[config.mk]
export PLATFORM = sky130hd
export DESIGN_NAME = cla_4bit
export DESIGN_NICKNAME = d
export VERILOG_FILES = /design/src/rtl/cla_4bit.sv
export SDC_FILE = /design/constraint.sdc
export NUM_CORES = 1
export LEC_CHECK = 0
export CAP_MARGIN = 5
export CORE_AREA = 3 3 40 42
export CTS_BUF_LIST = sky130_fd_sc_hd__clkbuf_8
export DETAILED_ROUTE_END_ITERATION = 8
export DIE_AREA = 0 0 43 45
export DONT_BUFFER_PORTS = 1
export PLACE_DENSITY = 0.45
export SETUP_SLACK_MARGIN = 0.2
export SLEW_MARGIN = 10
export SYNTH_ARGS = -nofsm -noshare
export SYNTH_HDL_FRONTEND = slang
export SYNTH_SLANG_ARGS = --single-unit
[constraint.sdc]
create_clock -name clk -period 0.85 [get_ports clk]
set_input_delay 0.085 -clock clk [delete_from_list [all_inputs] [get_ports clk]]
set_output_delay 0.085 -clock clk [all_outputs]
set_load 0.005 [all_outputs]
[src/rtl/cla_4bit.sv]
// Registered 4-bit carry-lookahead adder; leaf cell for wider lookahead trees.
// Exposes registered group propagate/generate for a second-level lookahead unit.
module cla_4bit (
  input  logic       clk,
  input  logic       rst,
  output logic [3:0] S,
  output logic       Cout,
  output logic       PG,
  output logic       GG,
  input  logic [3:0] A,
  input  logic [3:0] B,
  input  logic       Cin
);

  logic [3:0] p;
  logic [3:0] g;
  logic [4:0] c;
  logic [3:0] sum_d;
  logic       pg_d;
  logic       gg_d;

  assign p = A ^ B;
  assign g = A & B;

  // Every carry is a flat sum-of-products so no carry depends on another carry.
  assign c[0] = Cin;
  assign c[1] = g[0] | (p[0] & Cin);
  assign c[2] = g[1] | (p[1] & g[0]) | (p[1] & p[0] & Cin);
  assign c[3] = g[2] | (p[2] & g[1]) | (p[2] & p[1] & g[0])
              | (p[2] & p[1] & p[0] & Cin);
  assign c[4] = g[3] | (p[3] & g[2]) | (p[3] & p[2] & g[1])
              | (p[3] & p[2] & p[1] & g[0]) | (p[3] & p[2] & p[1] & p[0] & Cin);

  assign sum_d = p ^ c[3:0];
  assign pg_d  = &p;
  assign gg_d  = g[3] | (p[3] & g[2]) | (p[3] & p[2] & g[1])
               | (p[3] & p[2] & p[1] & g[0]);

  always_ff @(posedge clk or posedge rst) begin
    if (rst) begin
      S    <= 4'b0000;
      Cout <= 1'b0;
      PG   <= 1'b0;
      GG   <= 1'b0;
    end else begin
      S    <= sum_d;
      Cout <= c[4];
      PG   <= pg_d;
      GG   <= gg_d;
    end
  end

endmodule

* After elaboration in Yosys (flattened, before gate mapping)
Cells that the tools add are included.
** Word-level totals
- Bits in registers :: 7
- Word-level logic and storage cells :: 34
** Cells by class
- Bitwise gates (word level) :: 29
- Reductions and logical operators :: 1
** Operator list (number)
- $and 1x1->1 :: 16
- $or 1x1->1 :: 10
- $xor 4x4->4 :: 2
- $and 4x4->4 :: 1
- $reduce_and 4->1 :: 1

* Depth between registers and ports, before layout
- Depth after elaboration :: 6
- Depth in mapped cells :: 4
- Mapped depth without buffers :: 4

* Worst setup path before layout
Ideal clock, no wire load.
- Kind :: in2reg
- Start :: in A[2]
- End :: reg Cout
- Setup time :: 0.118 ns
- Arrival :: 0.902 ns
- Required time :: 0.732 ns
- Path slack :: -0.170 ns
- Stages :: 4
- Path buffers :: 0
- Path through :: ha_1 > a41oi_1 > o21ai_2 > a21o_1
** On the way
- Cells in the longest elaborated chain, start to end :: 6
- Elaborated cells between the ends (all ways) :: 13
** Ends and longest elaborated chain
- from (decl) :: line 10 : input logic [3:0] A,
- $and 4x4->4 or $xor 4x4->4 (tied branches) :: line 23, 22
- $and 1x1->1 (on tied branches) :: line 31, 32
- $or 1x1->1 (tied with other cells) :: line 31 : assign c[4] = g[3] | (p[3] & g[2]) | (p[3] & p[2] & g[1])
- $or 1x1->1 or $and 1x1->1 (tied branches) :: line 31, 32
- $or 1x1->1 or $and 1x1->1 (tied branches) :: line 32 : | (p[3] & p[2] & p[1] & g[0]) | (p[3] & p[2] & p[1] & p[0] & Cin);
- $or 1x1->1 (*) :: line 32
- net c[4] :: line 17 : logic [4:0] c;
- to (signal assigned) :: line 47 : Cout <= c[4];
- to (decl) :: line 7 : output logic Cout,
Mark *: on every way through the listed nets, which the timed path passes. The rest lies on a longest branch.

* Worst setup path in the final report
- Start :: reg Cout
- End :: out Cout
No word-level cell between the ends.

==> impl_metrics.yaml <==
clock_tree:
  cts-buffers-inserted: 3
  cts.sinks: 7
  tritoncts: "done"
  clk_pin_slew_worst_paths_ns: 0.04
  clockBufferDepth: 2
  cts.htree.levels: 1
  cts-root-buf: "clkbuf_8"
  postCtsSetupBuffers: 0
sta:
  maxSlewViolCount: 0
  hold_viol_final: 0
  setup_violations: 0
  tns_ns: 0
  relSlewSlack_pct: 83.2
  finalCritPeriodShare_pct: 80.5
  fmax_ghz: 1.46
  tightest_slew_ns: 0.252
  hold-worst-slack_ns: 0.0748
  min_period_ns: 0.685
  rsz0062_at_grt: "yes"
drt:
  dr.pass1.iters: 4
  ant_nets: 0
  dr.first_iter.drc_count: 2
  routedWlPerCell_um: 12.9
  drt-total-wl_um: 685
  drc: 0
  viasPerCell: 4.64
  vias: 246
pwr:
  switching_power_w: 0.000240
  combPwrFrac_pct: 18.4
  pwr-share-seq_pct: 39.2
  switching_share_pct: 23.0
  ir_drop_mv: 0.492
  internal-power_w: 0.000804
  power_density_nw_per_um2: 1910
  power_leakage_nw: 0.250
  power_frac_clock_pct: 42.4
critical_path:
  cp.required_ns: 0.76
  crit_path_end_kind: "output pin"
  crit_fanout: 1
  cp_data_arrival_time_ns: 0.60
  criticalPathCategory: "reg -> out"
  cp-start-kind: "flip-flop"
layout:
  area_growth_pct: 45.8
  seqCellArea_um2: 175
  fillers: 117
  final_net_count: 56
  insertedDiodeCount: 0
  multi_input_area_um2: 251
  final_cell_mix: "dfrtp_1, inv_1, ha_4, a21o_1, clkbuf_8"
  finalInstanceArea_um2: 546
  layout_commonest_cell: "dfrtp_1"
  drive_above_1_share_pct: 44.7
grt:
  grt_pass1_vias: 282
  antenna_found_initial: 0
  grt_max_degree: 8
  grt-ovfl-total: 0
  grt_pass1_wl_um: 1150
  grt_util_all_layers_pct: 8.40
synth:
  synth_seq_cells: 7
  synthDistinctLibCells: 12
  syn_area_um2: 374
  ys_warn_count: 0
  syn_nets: 48
  ys_seq_area_share_pct: 46.8
  synth_area_per_cell_um2: 12.1
  netlist_instances: 31
status:
  outcome: "finished, final reports clean"
min_path:
  hp-start: "B[3]"
  min_path_cells: 2
  whs_endpoint: "GG"
  hold_class: "in -> reg"
floorplan:
  die_x_um: 43
  die_h_um: 45
  ios: 18
  std_cell_rows: 13
  core_area_um2: 1280
  initial_core_util_pct: 29.1
  die-area_um2: 1940
flow_run:
  drv_cap: 0
placement:
  portBuffers: 0
  place_area_um2: 483
  routabilityCongestion: 0.766
## final cells by class
type	instances	area share [%]
Timing Repair Buffer	3	4.59
Clock buffer	3	7.57
Tap cell	15	3.44
Multi-Input combinational cell	18	46.1
Clock inverter	1	0.688
Inverter	6	5.50
Sequential cell	7	32.1
## per-stage QoR
stage               setup WS (ns)  util, %  power (W)  instances
CTS                         0.155     41.9    0.00106         53
detailed placement        -0.0214     37.6   0.000597         48
global placement          -0.0411     37.6   0.000591         48
global route                0.147     42.5    0.00112         53
finish                      0.165     42.5    0.00104         53
floorplan                -0.00487        -   0.000553         31
## layer usage
metal / vias up / wire length, µm / share of wire, % / global-route usage [%]
met5: - / 0 / 0 / 0
met4: 0 / 14 / 2.0 / 7.23
met3: 2 / 63 / 9.2 / 3.98
met2: 16 / 306 / 45 / 11.7
met1: 109 / 301 / 44 / 9.65
li1: 119 / - / - / -
## registers in the layout, summed over array words and instances (netlist names)
| register | cells |
|---|---|
| GG | 1 |
| Cout | 1 |
| PG | 1 |
| S | 4 |
## cells in the mapped netlist (all sizes together)
| library cell | count | area, µm² |
|---|---|---|
| a21o | 3 | 22.5 |
| ha | 5 | 62.6 |
| inv | 6 | 22.5 |
| xor2 | 1 | 8.76 |
| o21bai | 1 | 7.51 |
| dfrtp | 7 | 175 |
| fa | 1 | 20.0 |
| a21oi | 2 | 10.0 |
| o21ai | 1 | 8.76 |
| and4 | 1 | 10.0 |
| xnor2 | 2 | 17.5 |
| a41oi | 1 | 8.76 |
## worst max-delay path by stage
| stage | start | to | depth (start not counted) |
|---|---|---|---|
| floorplan | A[2] | Cout | 4 |
| global placement | A[2] | Cout | 4 |
| detailed placement | A[2] | Cout | 4 |
| CTS | Cout | Cout | 0 |
| global route | Cout | Cout | 0 |
| finish | Cout | Cout | 0 |
## power by group through the flow
stage / Sequential, W / Combinational (W) / Clock [W]
after global placement: 0.000412 / 0.000179 / 0
final: 0.000410 / 0.000193 / 0.000442
after global routing: 0.000414 / 0.000222 / 0.000481
after floorplan: 0.000408 / 0.000144 / 0
after CTS: 0.000412 / 0.000186 / 0.000461
after detailed placement: 0.000416 / 0.000181 / 0
## kinds of logic after synthesis
logic type	synth area share, %
compound gates	15.4
xor+xnor	7.02
fa+ha+maj	22.1
buf+inv	6.02
flops	46.8
simple gates	2.68
## repair_timing
action                     CTS  global route
setup endpoints to repair    7            10
gates cloned                 0             0
hold buffers                 1             0
pin swaps                    0             1
gates resized for setup      0             1
hold endpoints to repair     7             0
Power figures use the tool's default switching activity.
